===== config.mk =====
export PLATFORM = sky130hd
export DESIGN_NAME = muldiv_sched
export DESIGN_NICKNAME = d
export VERILOG_FILES = /design/src/rtl/muldiv_pkg.sv /design/src/rtl/muldiv_sched_div.sv /design/src/rtl/muldiv_sched.sv
export SDC_FILE = /design/constraint.sdc
export NUM_CORES = 2
export LEC_CHECK = 0
export BUFFER_PORTS_ARGS = -buffer_cell sky130_fd_sc_hd__buf_2
export CAP_MARGIN = 20
export CORE_MARGIN = 2
export CORE_UTILIZATION = 30
export CTS_CLUSTER_DIAMETER = 200
export DETAILED_ROUTE_END_ITERATION = 6
export PLACE_DENSITY_LB_ADDON = 0.15
export REMOVE_ABC_BUFFERS = 1
export SYNTH_ARGS = -nofsm -noshare
export SYNTH_HDL_FRONTEND = slang
export SYNTH_HIERARCHICAL = 1
export SYNTH_SLANG_ARGS = --single-unit
export TNS_END_PERCENT = 100

===== constraint.sdc =====
create_clock -name clk -period 3.1 [get_ports clk]
set_clock_uncertainty 0.2 [all_clocks]
set_input_delay 0.155 -clock clk [delete_from_list [all_inputs] [get_ports clk]]
set_output_delay 0.155 -clock clk [all_outputs]
set_load 0.02 [all_outputs]

===== src/rtl/muldiv_pkg.sv =====
// Shared encodings and constants for the execute-stage multiply/divide scheduler.
package muldiv_pkg;

   typedef enum logic [2:0] {
      MD_MULT  = 3'd0,
      MD_MULTU = 3'd1,
      MD_DIV   = 3'd2,
      MD_DIVU  = 3'd3,
      MD_MTHI  = 3'd4,
      MD_MTLO  = 3'd5
   } md_op_t;

   typedef enum logic [2:0] {
      IDLE,
      MUL,
      DIV,
      WB,
      HOLD
   } md_state_t;

   localparam int DIV_ITERS = 32;

endpackage


===== src/rtl/muldiv_sched_div.sv =====
// Unsigned restoring divider producing one quotient bit per cycle.
module div_radix2
   import muldiv_pkg::*;
(
   input  logic        clk,
   input  logic        rst,
   input  logic        start,
   input  logic        abort,
   input  logic [31:0] dividend,
   input  logic [31:0] divisor,
   output logic [31:0] quotient,
   output logic [31:0] remainder,
   output logic        done
);

   logic [31:0] rem_q;
   logic [31:0] quo_q;
   logic [31:0] dsr_q;
   logic [5:0]  cnt_q;
   logic        run_q;
   logic [32:0] shifted;
   logic [32:0] diff;
   logic        trial_ok;

   // A non-negative trial difference means the divisor fits and the quotient bit is 1.
   always_comb begin
      shifted  = {rem_q, quo_q[31]};
      diff     = shifted - {1'b0, dsr_q};
      trial_ok = ~diff[32];
   end

   always_ff @(posedge clk or negedge rst) begin
      if (!rst) begin
         rem_q <= '0;
         quo_q <= '0;
         dsr_q <= '0;
         cnt_q <= '0;
         run_q <= 1'b0;
      end else if (abort) begin
         cnt_q <= '0;
         run_q <= 1'b0;
      end else if (start) begin
         rem_q <= '0;
         quo_q <= dividend;
         dsr_q <= divisor;
         cnt_q <= 6'(DIV_ITERS);
         run_q <= 1'b1;
      end else if (run_q) begin
         rem_q <= trial_ok ? diff[31:0] : shifted[31:0];
         quo_q <= {quo_q[30:0], trial_ok};
         cnt_q <= cnt_q - 6'd1;
         if (cnt_q == 6'd1) begin
            run_q <= 1'b0;
         end
      end
   end

   // Flags the final iteration; quotient/remainder are settled the following cycle.
   assign done      = run_q && (cnt_q == 6'd1);
   assign quotient  = quo_q;
   assign remainder = rem_q;

endmodule


===== src/rtl/muldiv_sched.sv =====
// Execute-stage scheduler for MULT/DIV/MTHI/MTLO that owns the HI/LO pair
// and stalls the pipeline while a multiply or divide is in flight.
module muldiv_sched
   import muldiv_pkg::*;
#(
   parameter int MUL_STAGES = 2
) (
   input  logic        clk,
   input  logic        rst,
   input  logic        op_valid,
   input  md_op_t      op,
   input  logic [31:0] src_a,
   input  logic [31:0] src_b,
   input  logic        flush,
   input  logic        stall_in,
   output logic        busy,
   output logic        done,
   output logic [31:0] hi,
   output logic [31:0] lo
);

   md_state_t   state, next_state;
   logic [2:0]  mul_cnt;
   logic [63:0] mul_pipe [MUL_STAGES];
   logic [63:0] product;
   logic        is_muldiv_op, is_div_op, is_signed_op;
   logic        issue, div_start, mt_write, wb_commit;
   logic        pend_div, neg_q, neg_r, div_zero;
   logic [31:0] dividend_raw;
   logic [31:0] div_a, div_b, div_quo, div_rem;
   logic        div_done;
   logic [31:0] res_hi, res_lo;

   always_comb begin
      is_muldiv_op = (op == MD_MULT) || (op == MD_MULTU) || (op == MD_DIV) || (op == MD_DIVU);
      is_div_op    = (op == MD_DIV) || (op == MD_DIVU);
      is_signed_op = (op == MD_MULT) || (op == MD_DIV);
      issue        = (state == IDLE) && op_valid && is_muldiv_op && !flush;
   end

   always_ff @(posedge clk or negedge rst) begin
      if (!rst) begin
         state <= IDLE;
      end else begin
         state <= next_state;
      end
   end

   always_comb begin
      next_state = state;
      if (flush) begin
         next_state = IDLE;
      end else begin
         case (state)
            IDLE: if (issue) next_state = is_div_op ? DIV : ((MUL_STAGES == 1) ? WB : MUL);
            MUL:  if (mul_cnt <= 3'd1) next_state = WB;
            DIV:  if (div_done) next_state = WB;
            WB:   next_state = stall_in ? HOLD : IDLE;
            HOLD: if (!stall_in) next_state = IDLE;
            default: next_state = IDLE;
         endcase
      end
   end

   always_comb begin
      busy      = !flush && ((state == MUL) || (state == DIV) || issue);
      wb_commit = (state == WB) && !flush;
      done      = wb_commit;
      div_start = issue && is_div_op;
      mt_write  = (state == IDLE) && op_valid && !flush && !stall_in &&
                  ((op == MD_MTHI) || (op == MD_MTLO));
   end

   // 33-bit extension makes one unsigned 64-bit multiply serve both MULT and MULTU.
   always_comb begin
      logic [32:0] a33, b33;
      a33     = {is_signed_op & src_a[31], src_a};
      b33     = {is_signed_op & src_b[31], src_b};
      product = {{31{a33[32]}}, a33} * {{31{b33[32]}}, b33};
      div_a   = (is_signed_op && src_a[31]) ? (~src_a + 32'd1) : src_a;
      div_b   = (is_signed_op && src_b[31]) ? (~src_b + 32'd1) : src_b;
   end

   always_ff @(posedge clk or negedge rst) begin
      if (!rst) begin
         for (int i = 0; i < MUL_STAGES; i++) mul_pipe[i] <= '0;
      end else begin
         mul_pipe[0] <= product;
         for (int i = 1; i < MUL_STAGES; i++) mul_pipe[i] <= mul_pipe[i-1];
      end
   end

   div_radix2 u_div (
      .clk       (clk),
      .rst       (rst),
      .start     (div_start),
      .abort     (flush),
      .dividend  (div_a),
      .divisor   (div_b),
      .quotient  (div_quo),
      .remainder (div_rem),
      .done      (div_done)
   );

   // Divide-by-zero bypasses the sign fix-up and returns the raw dividend in HI.
   always_comb begin
      if (!pend_div) begin
         {res_hi, res_lo} = mul_pipe[MUL_STAGES-1];
      end else if (div_zero) begin
         res_hi = dividend_raw;
         res_lo = 32'hFFFF_FFFF;
      end else begin
         res_hi = neg_r ? (~div_rem + 32'd1) : div_rem;
         res_lo = neg_q ? (~div_quo + 32'd1) : div_quo;
      end
   end

   always_ff @(posedge clk or negedge rst) begin
      if (!rst) begin
         hi           <= '0;
         lo           <= '0;
         mul_cnt      <= '0;
         pend_div     <= 1'b0;
         neg_q        <= 1'b0;
         neg_r        <= 1'b0;
         div_zero     <= 1'b0;
         dividend_raw <= '0;
      end else begin
         if (issue) begin
            mul_cnt      <= 3'(MUL_STAGES - 1);
            pend_div     <= is_div_op;
            neg_q        <= is_signed_op && (src_a[31] ^ src_b[31]);
            neg_r        <= is_signed_op && src_a[31];
            div_zero     <= (src_b == 32'd0);
            dividend_raw <= src_a;
         end else if (state == MUL) begin
            mul_cnt <= mul_cnt - 3'd1;
         end
         if (wb_commit) begin
            hi <= res_hi;
            lo <= res_lo;
         end else if (mt_write) begin
            if (op == MD_MTHI) hi <= src_a;
            else               lo <= src_a;
         end
      end
   end

endmodule


After elaboration in Yosys (flattened, before gate mapping)
Index checks and enable logic that the tools add are counted.

Output and inout port bits: 66. Input bits: 72. Register bits after elaboration: 337.

Equal/unequal tests: 15. Muxes and demuxes: 36. Bitwise operators: 9. Magnitude comparators: 1. Multipliers: 1. Add/sub/neg operators: 7. Reduce and logical (&&, ||, !) cells: 36.

Operator list (number): $mux 32 (19); $add 32x1->32 const B (4); $not 32->32 (4); $mul 33x33->64 (1); $sub 33x32->33 (1); $logic_not 32->1 (1); $mux 3 (8); $mux 6 (3); $pmux 3 s5 (1); $logic_and 1x1->1 (13); $eq 3x2->1 const B (4); $ne 3x3->1 const B (4); $eq 3x3->1 const B (3); $logic_or 1x1->1 (8); $reduce_and 2->1 (4); $reduce_bool 2->1 (4); $eq 3x1->1 const B (2); $eq 6x1->1 const B (1); $logic_not 3->1 (2); $sub 6x1->6 const B (1); $mux 1 (4); $reduce_and 4->1 (1); $le 3x1->1 const B (1); $reduce_bool 3->1 (1); other kinds (7) (10).

Longest topological paths before layout
Depth after elaboration: 9. Gate-level depth with buffers: 31. Depth with buffers taken out: 28.

Cells and area by module
The synthesis kept the hierarchy.

Modules (own cells, without submodules): muldiv_sched (cells an instance 5366, area each 49284.8 µm², sequential area each 5855.6 µm², times used 1); div_radix2 (cells an instance 693, area each 6231.0 µm², sequential area each 2577.5 µm², times used 1).

Least setup slack after synthesis
OpenSTA, ideal clock, no wires.

Kind: input to register. Start point: input src_a[31]. End point: register mul_pipe[127] (netlist bit). Slack: -4.832 ns. Stages: 27. Data arrival time: 7.604 ns. Path buffers: 3. Path through: clkbuf_1 > and2_0 > clkbuf_1 > clkbuf_1 > nand2_1 > inv_1 > fa_1 > fa_1 > inv_1 > fa_1 > inv_1 > fa_1 > inv_1 > fa_1 > fa_1 > fa_1 > fa_1 > inv_1 > ha_1 > a21oi_1 > o21ai_0 > a31oi_1 > o21ai_0 > a211o_1 > a21oi_1 > o31ai_1 > xnor2_1.

Cells in the longest elaborated chain, start to end: 2.

Ends and longest elaborated chain: start: declaration (line muldiv_sched.sv:12) `input logic [31:0] src_a,`; $and 1x1->1 (line muldiv_sched.sv:77) `a33 = {is_signed_op & src_a[31], src_a};`; $mul 33x33->64 (*) (line muldiv_sched.sv:79) `product = {{31{a33[32]}}, a33} * {{31{b33[32]}}, b33};`; via product[63] (line muldiv_sched.sv:25) `logic [63:0] product;`; end: declaration (line muldiv_sched.sv:24) `logic [63:0] mul_pipe [MUL_STAGES];`.

Mark *: on every way through the listed nets, which the timed path passes. The rest lies on a longest branch. A chain may end at the register's enable or synchronous reset.

Final worst setup path
Start point: input op[2]. End point: register mul_pipe[121] (netlist bit).

Cells in the longest elaborated chain, start to end: 4.

Ends and longest elaborated chain: start: declaration (line muldiv_sched.sv:11) `input md_op_t op,`; $eq 3x2->1 or $logic_not 3->1 (tied branches) (line muldiv_sched.sv:37) `is_signed_op = (op == MD_MULT) || (op == MD_DIV);`; $logic_or 1x1->1 (*) (line muldiv_sched.sv:37); $and 1x1->1 (on tied branches) (line muldiv_sched.sv:77, muldiv_sched.sv:78); $mul 33x33->64 (*) (line muldiv_sched.sv:79); via product[57] (line muldiv_sched.sv:25).

Marks and branches as above.

==> metrics.txt <==
status=finished, violations left; failing checks=setup timing; CORE AREA=183000 µm²; Fin Hold WS=0.0260 ns; final setup violation count=76; clk_lat worst skew=0.58 ns; share of layout cells above drive strength 1=22.2%; Critical Path End Type=flop; Setup WS post-layout=-3.80 ns; RD Place Congestion=0.854; total CTS buffers=40; clk buf depth=3; Core Util, Final=38.5%; placed inst area=64200 µm²; sequential area share after synthesis=15.2%; Worst-path clk slew=0.06 ns; worst endpoint required time=3.36 ns; DP HPWL=162 mm; vias in the first global route=47100; Max-cap violations=0; syn avg cell area=9.16 µm²; area grow syn2layout=27.1%; count of state elements after synthesis=337; Routed Antenna Nets=0; Startpoint Class=input port; total of warnings raised by yosys=6; routed len/inst=21.5 µm; Main synth FF type=dfrtp_1; Max FO, Critical Path=5; Mapped Area=55500 µm²; GRT Util Overall=21.3%; Finished Layout Cells=9217; H-tree levels=2; die area=189000 µm²; FP Rows=157; HP Class=input port to flop; Placed Cells=8982; first-pass GRT wire length=303 mm; initial drt markers=2511; die span in x=434 µm; Yosys cell types=84; worst slew pin tran=0.750 ns; Compound-Gate Fraction of Synth Area=7.73%; pin count of the biggest net entering global routing=83; Initial Util=30.3%; CTS tree=yes; Final Instance Area=70600 µm²; Congestion Overflow GR=0; Slew Limit Fails=0; via count=43500; Setup Crit Path Kind=input port to flop; # nets final=8176; fin crit share=223%; RSZ-0062 raised after global routing=true; number of port buffers=137; post-synthesis adder-cell area fraction=46.3%; Cells after Synth=6059; Max-Slew Margin vs Limit=50.0%; clk sink count=337; EDFF count, synth=0; asr flop ratio synth=100%; post-synthesis xor/xnor area fraction=3.63%; main combinational cell family by area after synthesis=adder cells; drt pass-1 iters=5; fmax=145 MHz; Fin. Hold Viols=0; post-synthesis simple-gate area fraction=14.7%; Die Y=434 µm; initial antenna violation count=3; root buf cell=clkbuf_16; final WL=198 mm; proportion of synthesized area in mux cells=1.86%; DRC errors left=0; Vias/cell=4.72; Min Clock Period, post-route=6.90 ns; io pins=138; Worst Path Arrival=7.16 ns
## through the flow
step	TNS (ns)	setup slack [ns]
after detailed placement	-244.24	-5.02
final	-176.34	-3.80
after CTS	-180.53	-3.84
after floorplan	-660.84	-5.55
after global placement	-245.47	-5.00
after global routing	-190.96	-4.03
## worst max-delay path, cell delays in order
cell	delay, ns
buf_12	0.10
nor2_4	0.06
buf_6	0.11
buf_6	0.12
and3_4	0.18
fa_2	0.63
inv_2	0.07
fa_1	0.48
inv_1	0.06
fa_1	0.51
fa_1	0.50
inv_1	0.05
fa_1	0.54
fa_1	0.42
fa_1	0.49
inv_1	0.05
fa_1	0.47
ha_1	0.32
a21o_1	0.18
o21bai_4	0.19
a21oi_2	0.17
o21ai_2	0.07
a32oi_1	0.17
and4b_2	0.29
a31oi_1	0.09
buf_4	0.16
a311o_1	0.35
xor2_1	0.14
## final timing paths
kind	startpoint	endpoint	slack [ns]	depth (start not counted)
worst max-delay path	op[2]	mul_pipe[121]$_DFF_PN0_	-3.80	28
worst min register to register	mul_pipe[92]$_DFF_PN0_	mul_pipe[28]$_DFF_PN0_	0.14	0
min in group asynchronous	rst	u_div/remainder[17]$_DFFE_PN0P_	0.41	3
max in group asynchronous	rst	u_div/remainder[20]$_DFFE_PN0P_	1.60	4
worst max register to register	u_div/quotient[31]$_DFFE_PN0P_	u_div/quotient[0]$_DFFE_PN0P_	-0.09	16
worst min-delay path	src_a[23]	dividend_raw[23]$_DFFE_PN0P_	0.03	5
## layer usage
metal,GRT usage [%],wire [µm],up-vias
li1,-,-,19700
met5,0,0,-
met3,1.78,6990,142
met1,30.3,92500,22900
met4,3.60,3770,0
met2,35.8,95100,782
## final cells by class
cell class,instances,area [µm²]
Fill cell,18700,113000
Multi-Input combinational cell,4162,43800
Timing Repair Buffer,1001,9540
Sequential cell,337,8440
Inverter,1183,4450
Tap cell,2464,3080
Clock buffer,56,1150
Clock inverter,12,151
Antenna cell,2,5.00
## synth_stat cells, drive strengths merged, types with 25 or more instances
master | number | share of area, %
a211oi | 37 | 0.50
xnor2 | 134 | 2.2
fa | 1126 | 41
nand2 | 1029 | 7.0
nor2b | 37 | 0.42
o221ai | 25 | 0.39
dfrtp | 337 | 15
ha | 253 | 5.7
mux2i | 101 | 1.8
inv | 1181 | 8.0
xor2 | 92 | 1.5
and2 | 335 | 3.8
nor3 | 30 | 0.31
a21oi | 180 | 1.6
and3 | 31 | 0.35
buf | 56 | 0.42
clkbuf | 321 | 2.2
nand2b | 25 | 0.28
a21o | 46 | 0.62
o31ai | 36 | 0.49
nand3 | 44 | 0.40
o21ai | 215 | 1.9
nor2 | 154 | 1.0
## state kept, by name (all words and copies together), names as in the netlist
name and flops:
u_div/dsr_q 32, neg_q 1, u_div/cnt_q 6, u_div/run_q 1, u_div/quotient 32, neg_r 1, pend_div 1, u_div/remainder 32
dividend_raw 32, lo 32, hi 32, mul_pipe 128, state 3, mul_cnt 3, div_zero 1
## repair_timing
action,CTS,global route
resized for setup,635,200
hold endpoints to repair,392,0
setup buffers,98,39
pin swaps,290,196
hold buffers,34,0
cloned,8,1
setup endpoints to repair,96,106
## cells in the final DEF (no fill, tap or decap), types with 24 or more instances in the layout
cell type      count
dfrtp_1          334
buf_12           104
buf_2             80
xnor2_1          123
buf_6            113
ha_1             189
o21ai_0          168
a211oi_1          30
fa_1            1070
ha_4              63
nor2_1           140
dlygate4sd3_1     32
buf_4            630
mux2i_1          101
o21ai_1           25
o31ai_1           25
inv_2             58
nand2_1          999
xor2_1            91
clkbuf_16         43
nor2b_1           32
a21oi_1          138
inv_1           1121
fa_2              56
a21o_1            46
o221ai_1          25
and2_4            24
a21oi_2           33
and2_1           310
buf_8             29
## cells by family after synthesis
family / count (synthesis)
compound gates: 684
xor+xnor: 226
fa+ha+maj: 1379
buf+inv: 1560
flops: 337
mux: 103
simple gates: 1770
Power is left out: the tool's default activity adds up to more than one toggle a clock period on the data nets, which glitch-free logic cannot reach.
